File: src/rtl/pc_fetch_unit.sv
// Program-counter / fetch-request generator with a one-entry redirect buffer that holds
// a branch target arriving while the fetch cannot advance.
module pc_fetch_unit #(
  parameter int unsigned          ADDR_W     = 32,
  parameter logic [ADDR_W-1:0]    RESET_VEC  = ADDR_W'(32'h00000000),
  parameter int unsigned          INST_BYTES = 4,
  parameter int unsigned          STALL_W    = 6
) (
  input  logic                clk,
  input  logic                rst,
  input  logic [STALL_W-1:0]  stall,
  input  logic                branch_flag_i,
  input  logic [ADDR_W-1:0]   branch_target_address_i,
  input  logic                flush_i,
  input  logic [ADDR_W-1:0]   new_pc_i,
  input  logic                imem_ack_i,
  output logic [ADDR_W-1:0]   pc,
  output logic                ce,
  output logic                redirect_pend_o,
  output logic                align_err_o
);

  localparam logic StOff = 1'b0;
  localparam logic StRun = 1'b1;

  localparam logic [ADDR_W-1:0] LowMask = ADDR_W'(INST_BYTES - 1);
  localparam logic [ADDR_W-1:0] PcInc   = ADDR_W'(INST_BYTES);

  logic              state_q, state_d;
  logic [ADDR_W-1:0] pc_q, pc_d;
  logic              ce_q, ce_d;
  logic              pend_q, pend_d;
  logic [ADDR_W-1:0] buf_q, buf_d;
  logic              err_q, err_d;

  logic              advance;
  logic [ADDR_W-1:0] flush_tgt, branch_tgt;
  logic              flush_mis, branch_mis;
  logic              stall_unused;

  // Only bit 0 of the stall vector is meaningful to fetch.
  assign stall_unused = ^stall;

  assign advance    = (state_q == StRun) && ce_q && !stall[0] && imem_ack_i;
  assign flush_tgt  = new_pc_i & ~LowMask;
  assign flush_mis  = |(new_pc_i & LowMask);
  assign branch_tgt = branch_target_address_i & ~LowMask;
  assign branch_mis = |(branch_target_address_i & LowMask);

  always_comb begin
    state_d = state_q;
    pc_d    = pc_q;
    ce_d    = ce_q;
    pend_d  = pend_q;
    buf_d   = buf_q;
    err_d   = 1'b0;
    if (state_q == StOff) begin
      // First fetch address is RESET_VEC itself, so pc is left untouched here.
      state_d = StRun;
      ce_d    = 1'b1;
    end else if (flush_i) begin
      pc_d   = flush_tgt;
      pend_d = 1'b0;
      err_d  = flush_mis;
    end else if (branch_flag_i) begin
      err_d = branch_mis;
      if (advance) begin
        pc_d   = branch_tgt;
        pend_d = 1'b0;
      end else begin
        buf_d  = branch_tgt;
        pend_d = 1'b1;
      end
    end else if (advance) begin
      if (pend_q) begin
        // Buffered target was aligned (and flagged) when it was stored.
        pc_d   = buf_q;
        pend_d = 1'b0;
      end else begin
        pc_d = pc_q + PcInc;
      end
    end
  end

  always_ff @(posedge clk) begin
    if (!rst) begin
      state_q <= StOff;
      pc_q    <= RESET_VEC;
      ce_q    <= 1'b0;
      pend_q  <= 1'b0;
      buf_q   <= '0;
      err_q   <= 1'b0;
    end else begin
      state_q <= state_d;
      pc_q    <= pc_d;
      ce_q    <= ce_d;
      pend_q  <= pend_d;
      buf_q   <= buf_d;
      err_q   <= err_d;
    end
  end

  assign pc              = pc_q;
  assign ce              = ce_q;
  assign redirect_pend_o = pend_q;
  assign align_err_o     = err_q;

endmodule

File: config.mk
export PLATFORM = sky130hd
export DESIGN_NAME = pc_fetch_unit
export DESIGN_NICKNAME = d
export VERILOG_FILES = /design/src/rtl/pc_fetch_unit.sv
export SDC_FILE = /design/constraint.sdc
export NUM_CORES = 1
export LEC_CHECK = 0
export ABC_AREA = 1
export BUFFER_PORTS_ARGS = -buffer_cell sky130_fd_sc_hd__buf_4
export CORE_MARGIN = 10
export CORE_UTILIZATION = 53
export CTS_CLUSTER_SIZE = 24
export DETAILED_ROUTE_END_ITERATION = 8
export PLACE_DENSITY = 0.79
export SYNTH_ARGS = -nofsm -noshare
export SYNTH_HDL_FRONTEND = slang
export SYNTH_SLANG_ARGS = --single-unit
File: constraint.sdc
create_clock -name clk -period 1.7 [get_ports clk]
set_clock_uncertainty 0.15 [all_clocks]
set_input_delay 0.085 -clock clk [delete_from_list [all_inputs] [get_ports clk]]
set_output_delay 0.085 -clock clk [all_outputs]
set_load 0.01 [all_outputs]
==> results by group, run 1 <==
Status
  – Outcome: finished, violations left
  – Failing checks: negative setup slack

Worst setup path
  – Worst reg2reg path endpoint: pc[4]
  – R2R setup slack: -0.1 ns
  – Worst EP arrival: 1.89 ns
  – CP Launch Point: state_q
  – CP Data Required Time: 1.79 ns
  – Worst R2R Start: state_q
  – CP Capture Type: register
  – Reg2Reg Depth: 5
  – CP max FO: 18
  – CP Launch Type: register
  – Crit path kind: register to register
  – CP endpoint: pc[4]

Power and ir drop
  – Net load switching power: 0.00120 W
  – Pwr dens: 689 nW/um2
  – Switching portion of total power: 29.3%
  – Flop pwr share: 41.0%
  – Peak supply drop: 0.443 mV
  – Int Pwr: 0.00290 W
  – Power Total: 0.00410 W
  – Clock power frac: 36.0%
  – Comb pwr share: 22.9%
  – Static Leak: 2.66 nW

Finish
  – Final core utilization: 81.6%
  – Commonest non-fill, non-tap cell in the layout: nor2_1
  – Fillers: 507
  – Most frequent cells in the layout: nor2_1, buf_4, nand2_1
  – Final cell count without fillers: 927
  – Layout overhead on the synthesized area: 49.4%
  – Layout cells sized above 1: 25.7%
  – Final nets: 897

Route
  – Antenna Nets Post-Route: 0
  – Via count: 5149
  – Drt initial violations: 285
  – Final wirelength: 15.2 mm
  – DR DRC count: 0
  – WL/cell: 16.4 um
  – Vias per std cell: 5.55
  – DR pass1 iterations: 5

Timing
  – Final setup vio count: 1
  – RSZ-0062 raised after global routing: true
  – Final Cycle Share: 106%
  – Hold Vio Cnt, Final: 0
  – Fin worst setup slack: -0.0962 ns
  – Total negative slack: -0.0962 ns
  – Measured slew at the worst slew-check pin: 0.756 ns
  – Slew HR: 49.5%
  – Tmin final: 1.80 ns
  – Fin. max-slew vios: 0
  – Fmax achieved: 0.557 GHz

Die
  – Die Ht: 107 um
  – Rows: 31
  – Die ar.: 11400 um2
  – Ports: 110
  – Initial core utilization: 54.6%
  – Chip Width: 107 um
  – Placeable Area: 7290 um2

Clock tree
  – Htree depth: 3
  – Clock-pin slew on the worst setup and hold paths: 0.08 ns
  – Sink Count: 64
  – CTS tree: done
  – Clock Latency Late Sink: 0.35 ns
  – Longest Clk Path Bufs: 2
  – Inserted Clock Buffers: 9
  – Root Buffer: clkbuf_8

Run
  – Max-cap viol count: 0

Global route
  – GRT Util Overall: 25.7%
  – M3 GR Usage: 6.11%
  – Number of global-route vias before repair: 5033
  – Largest net degree at the start of global routing: 52
  – Busiest grt layer: met2
  – Initial antenna violation count: 1
  – First-pass GRT wire length: 24.2 mm
  – Remaining global-route overflow: 0
  – Global routing usage on met1: 28.2%
  – GR Util met2: 45.3%

Worst hold path
  – Hold Path Class: input pin to register

Yosys
  – Post-synthesis sequential area ratio: 32.2%
  – Number of warnings issued by yosys: 0
  – Syn Area/Cell: 6.21 um2
  – Post-Syn Instances: 641
  – Seq cells post-synth: 64
  – Mapped cell area: 3980 um2
  – Distinct cell type count after synthesis: 31

Placed design
  – Setup WS pre-CTS: -0.0272 ns
  – Dpl cells: 852
  – Final GP Congestion: 0.897
  – IO Port Bufs: 102
  – DPL Wire Length: 10.1 mm
## metrics by stage
stage                     area [um2]  hold slack [ns]
final                           5950          0.00657
after global routing            5940           0.0353
after CTS                       5820          0.00192
after detailed placement        5040            0.171
after global placement          5040            0.166
after floorplan                 3990          -0.0373
## routing by layer
layer	wire length, um	vias to the layer above
met5	0	-
met2	7760	262
met3	1280	53
li1	-	2457
met1	5730	2377
met4	466	0
## cells in the mapped netlist
cell type / n / share of area (%)
buf_1: 1 / 0.094
a21oi_1: 29 / 3.6
o21bai_1: 1 / 0.19
nor2_2: 11 / 1.7
o221ai_1: 3 / 0.66
o21ai_1: 3 / 0.38
ha_1: 1 / 0.31
o21ai_0: 66 / 8.3
dfxtp_1: 64 / 32
nand4_1: 6 / 0.94
buf_4: 4 / 0.75
o22ai_1: 1 / 0.16
nand3_1: 37 / 4.7
clkbuf_1: 14 / 1.3
buf_2: 13 / 1.6
xnor2_1: 5 / 1.1
nand3b_1: 1 / 0.19
or2_0: 1 / 0.16
nand2_1: 125 / 12
conb_1: 1 / 0.094
a22o_1: 25 / 5.5
nor2_4: 4 / 1.1
a41oi_1: 1 / 0.22
inv_1: 46 / 4.3
inv_2: 4 / 0.38
nand3_2: 1 / 0.25
a211oi_1: 2 / 0.38
o211ai_1: 5 / 0.94
nor2_1: 156 / 15
nand2_2: 5 / 0.79
a21oi_2: 5 / 1.1
## critical path, cell delays in order, from the launching register on
cell and delay [ns]:
dfxtp_1 0.37, nand4_1 0.21, a21oi_4 0.29, buf_4 0.27, o21ai_0 0.10, a41oi_1 0.30
## sequential cells by signal, summed over array words and instances, names as in the netlist
| signal | cells |
|---|---|
| state_q | 1 |
| buf_q | 30 |
| pc | 30 |
| redirect_pend_o | 1 |
| ce | 1 |
| align_err_o | 1 |
## power groups by stage
stage                     clock network, W  logic [W]  registers (W)
after floorplan                          0   0.000377        0.00173
after global placement                   0   0.000782        0.00170
after detailed placement                 0   0.000799        0.00170
after CTS                          0.00149   0.000905        0.00167
after global routing               0.00156    0.00102        0.00169
final                              0.00148   0.000940        0.00168
## how the worst min path moves through the flow
stage                                start         to  slack, ns  cells past startpoint
2_1_floorplan                          rst    state_q      -0.04                      0
4_1_cts                       new_pc_i[16]     pc[16]      0.002                      4
6_report                      new_pc_i[16]     pc[16]      0.007                      4
3_5_place_dp   branch_target_address_i[16]  buf_q[16]       0.17                      3
5_1_grt                        new_pc_i[7]      pc[7]       0.04                      4
3_3_place_gp    branch_target_address_i[5]   buf_q[5]       0.17                      3
## kinds of logic (layout without fill, tap and decap cells)
logic type | after synthesis | in the layout | share of synthesized area, %
fa+ha+maj | 1 | 1 | 0.314
simple gates | 347 | 347 | 36.3
xor+xnor | 5 | 5 | 1.10
compound gates | 141 | 141 | 21.5
other cells | 1 | 4 | 0.0942
flops | 64 | 64 | 32.2
buf+inv | 82 | 266 | 8.52
## final cells by class
class	count	area, um2	area share (%)
antenna	2	5.00	0.0842
clock buffer	10	128	2.15
clock inverter	6	93.8	1.58
inverter	50	193	3.24
multi-input combinational	496	2450	41.2
sequential	64	1290	21.8
tap	99	124	2.08
timing repair buffer	200	1660	27.9
## what timing repair did
item | 4_1_cts | 5_1_grt
hold buffers | 54 | 1
gates resized for setup | 3 | 35
endpoints found under the hold margin | 53 | 1
setup endpoints to repair | 5 | 22
buffers inserted | 0 | 2
pin swaps | 0 | 5
No activity file was read; power rests on OpenSTA's default activity.
==> run 2, diff against run 1 <==
--- a/config.mk
+++ b/config.mk
@@ -8,10 +8,10 @@
 export ABC_AREA = 1
 export BUFFER_PORTS_ARGS = -buffer_cell sky130_fd_sc_hd__buf_4
 export CORE_MARGIN = 10
-export CORE_UTILIZATION = 53
+export CORE_UTILIZATION = 42
 export CTS_CLUSTER_SIZE = 24
 export DETAILED_ROUTE_END_ITERATION = 8
-export PLACE_DENSITY = 0.79
+export PLACE_DENSITY = 0.64
 export SYNTH_ARGS = -nofsm -noshare
 export SYNTH_HDL_FRONTEND = slang
 export SYNTH_SLANG_ARGS = --single-unit
==> constraint.sdc (replaced) <==
create_clock -name clk -period 2.3 [get_ports clk]
set_clock_uncertainty 0.15 [all_clocks]
set_input_delay 0.115 -clock clk [delete_from_list [all_inputs] [get_ports clk]]
set_output_delay 0.115 -clock clk [all_outputs]
set_load 0.01 [all_outputs]
==> run 2 against run 1 <==
- the run now ends clean
- via count decreased by 11%
- critical path depth increased by 2
- count of clock-buffer cells in the layout increased by 1
- first-iteration DRC count increased by 3.5%
- critical endpoint is now align_err_o
- largest power group unchanged
==> results by group, run 2 (same netlist as run 1, synthesis figures left out) <==
Worst setup path
  – CP max stage delay: 0.57 ns (was 0.37 ns)
  – CP Data Required Time: 2.41 ns (was 1.79 ns)
  – Worst EP arrival: 2.16 ns (was 1.89 ns)
  – CP max FO: 17 (was 18)
  – Slowest-stage cell, CP: dlygate4sd3_1 (was dfxtp_1)
  – CP dominant cell by count: buf_4
  – Crit path kind: input pin to register (was register to register)
  – CP Launch Type: input pin (was register)
  – CP Capture Type: register (unchanged)
  – CP cell instances: buf_4 > buf_4 > nor2_4 > buf_4 > o21ai_1 > dlygate4sd3_1 > a211oi_1 (was nand4_1 > a21oi_4 > buf_4 > o21ai_0 > a41oi_1)

Placed design
  – DPL Wire Length: 9.76 mm (was 10.1 mm)
  – Final GP Congestion: 0.908 (was 0.897)
  – IO Port Bufs: 102 (unchanged)
  – Dpl cells: 850 (was 852)
  – Placement Cell Area: 4830 um2 (was 5040 um2)
  – Setup WS pre-CTS: -0.317 ns (was -0.0272 ns)

Finish
  – Layout cells sized above 1: 20.1% (was 25.7%)
  – Most frequent cells in the layout: nor2_1, nand2_1, buf_4 (was nor2_1, buf_4, nand2_1)
  – Final nets: 843 (was 897)
  – Final cell count without fillers: 900 (was 927)
  – Diodes inserted: 0 (was 2)
  – Layout overhead on the synthesized area: 35.2% (was 49.4%)
  – Fin area: 5380 um2 (was 5950 um2)
  – Commonest non-fill, non-tap cell in the layout: nor2_1 (unchanged)

Clock tree
  – Inserted Clock Buffers: 9 (unchanged)
  – Htree depth: 3 (unchanged)
  – Root Buffer: clkbuf_8 (unchanged)
  – Sink Count: 64 (unchanged)
  – CTS tree: done (unchanged)
  – Longest Clk Path Bufs: 2 (unchanged)
  – Clock Latency Late Sink: 0.34 ns (was 0.35 ns)
  – Clock-pin slew on the worst setup and hold paths: 0.08 ns (about the same)

Power and ir drop
  – Comb pwr share: 20.1% (was 22.9%)
  – Static Leak: 2.36 nW (was 2.66 nW)
  – Peak supply drop: 0.245 mV (was 0.443 mV)
  – Switching portion of total power: 28.5% (was 29.3%)
  – Net load switching power: 0.000823 W (was 0.00120 W)
  – Power Total: 0.00289 W (was 0.00410 W)
  – Clock power frac: 36.4% (was 36.0%)
  – Pwr dens: 537 nW/um2 (was 689 nW/um2)
  – Flop pwr share: 43.5% (was 41.0%)
  – Int Pwr: 0.00206 W (was 0.00290 W)

Timing
  – Final Hold Slack: 0.0128 ns (was 0.00657 ns)
  – RSZ-0062 raised after global routing: false (was true)
  – Fin worst setup slack: 0.249 ns (was -0.0962 ns)
  – Fin. max-slew vios: 0 (unchanged)
  – Final Cycle Share: 89.2%
  – Measured slew at the worst slew-check pin: 0.787 ns (was 0.756 ns)
  – Final setup vio count: 0 (was 1)
  – Hold Vio Cnt, Final: 0 (unchanged)
  – Slew HR: 47.5% (was 49.5%)
  – Fmax achieved: 0.488 GHz
  – Tmin final: 2.05 ns

Die
  – Ports: 110 (unchanged)
  – Rows: 35 (was 31)
  – Die ar.: 13800 um2 (was 11400 um2)
  – Initial core utilization: 43.1% (was 54.6%)
  – Chip Width: 117 um (was 107 um)
  – Die Ht: 117 um (was 107 um)
  – Placeable Area: 9240 um2 (was 7290 um2)

Route
  – Drt initial violations: 295 (was 285)
  – Antenna Nets Post-Route: 0 (unchanged)
  – DR DRC count: 0 (unchanged)
  – Vias per std cell: 5.12 (was 5.55)
  – Final wirelength: 14.0 mm (was 15.2 mm)
  – WL/cell: 15.5 um (was 16.4 um)
  – DR pass1 iterations: 5 (unchanged)
  – Via count: 4604 (was 5149)

Run
  – Max-cap viol count: 0 (unchanged)

Global route
  – Initial antenna violation count: 0 (was 1)
  – Largest net degree at the start of global routing: 64 (was 52)
  – First-pass GRT wire length: 22.9 mm (was 24.2 mm)
  – GRT Util Overall: 19.4% (was 25.7%)
  – Remaining global-route overflow: 0 (unchanged)
  – Number of global-route vias before repair: 4553 (was 5033)

Worst hold path
  – Hold Path Class: input pin to register (unchanged)

Status
  – Outcome: complete, no violations (was finished, violations left)
## run 2: cell count changes in the layout (fill, tap and decap cells not counted), moves of 5 or more
cell,previous run,this run
buf_4,142,111
dfxtp_1,53,64
dfxtp_2,11,0
dlygate4sd3_1,55,34
nor2_1,151,156
nor2_4,11,5
## run 2: worst paths after layout
| kind | start | endpoint | slack, ns | cells after the start |
|---|---|---|---|---|
| setup / recovery | flush_i | align_err_o | 0.25 | 7 |
| hold / removal | new_pc_i[27] | pc[27] | 0.01 | 4 |
| setup reg to reg | state_q | buf_q[23] | 0.27 | 6 |
| hold reg to reg | buf_q[23] | buf_q[23] | 0.31 | 2 |
## run 2: area by class of cell
| class | instances | area [um2] |
|---|---|---|
| Multi-Input combinational cell | 497 | 2380 |
| Sequential cell | 64 | 1280 |
| Tap cell | 129 | 161 |
| Inverter | 50 | 188 |
| Timing Repair Buffer | 145 | 1170 |
| Fill cell | 941 | 3860 |
| Clock inverter | 4 | 70.1 |
| Clock buffer | 11 | 131 |
## run 2: critical path, delay by kind of cell
kind | cells | cell delay [ns]
buf+inv | 4 | 1.29
simple gates | 1 | 0.42
compound gates | 2 | 0.32
## run 2: power groups by stage
stage | logic, W | registers, W | clock network, W
2_1_floorplan | 0.000279 | 0.00128 | 0
3_3_place_gp | 0.000523 | 0.00128 | 0
3_5_place_dp | 0.000529 | 0.00128 | 0
4_1_cts | 0.000578 | 0.00126 | 0.00106
5_1_grt | 0.000647 | 0.00127 | 0.00111
6_report | 0.000580 | 0.00126 | 0.00105
## run 2: metrics by stage
stage / setup TNS [ns] / utilization, %
after CTS: 0 / 58.2
after detailed placement: -6.33 / 52.3
after floorplan: 0 / -
final: 0 / 58.2
after global routing: 0 / 58.2
after global placement: -4.11 / 52.3
## run 2: what timing repair did
item | CTS | global route
buffers inserted | 0 | 0
resized for setup | 1 | 0
hold buffers | 34 | 0
pin swaps | 0 | 1
cloned | 0 | 1
endpoints found under the hold margin | 33 | 0
setup endpoints to repair | 30 | 4
## run 2: layer usage
| layer | global-route usage [%] | up-vias | share of wire (%) |
|---|---|---|---|
| met5 | 0 | - | 0 |
| met4 | 4.46 | 0 | 0.80 |
| met3 | 4.08 | 10 | 5.2 |
| met2 | 33.5 | 125 | 49 |
| met1 | 23.8 | 2124 | 45 |
| li1 | - | 2345 | - |
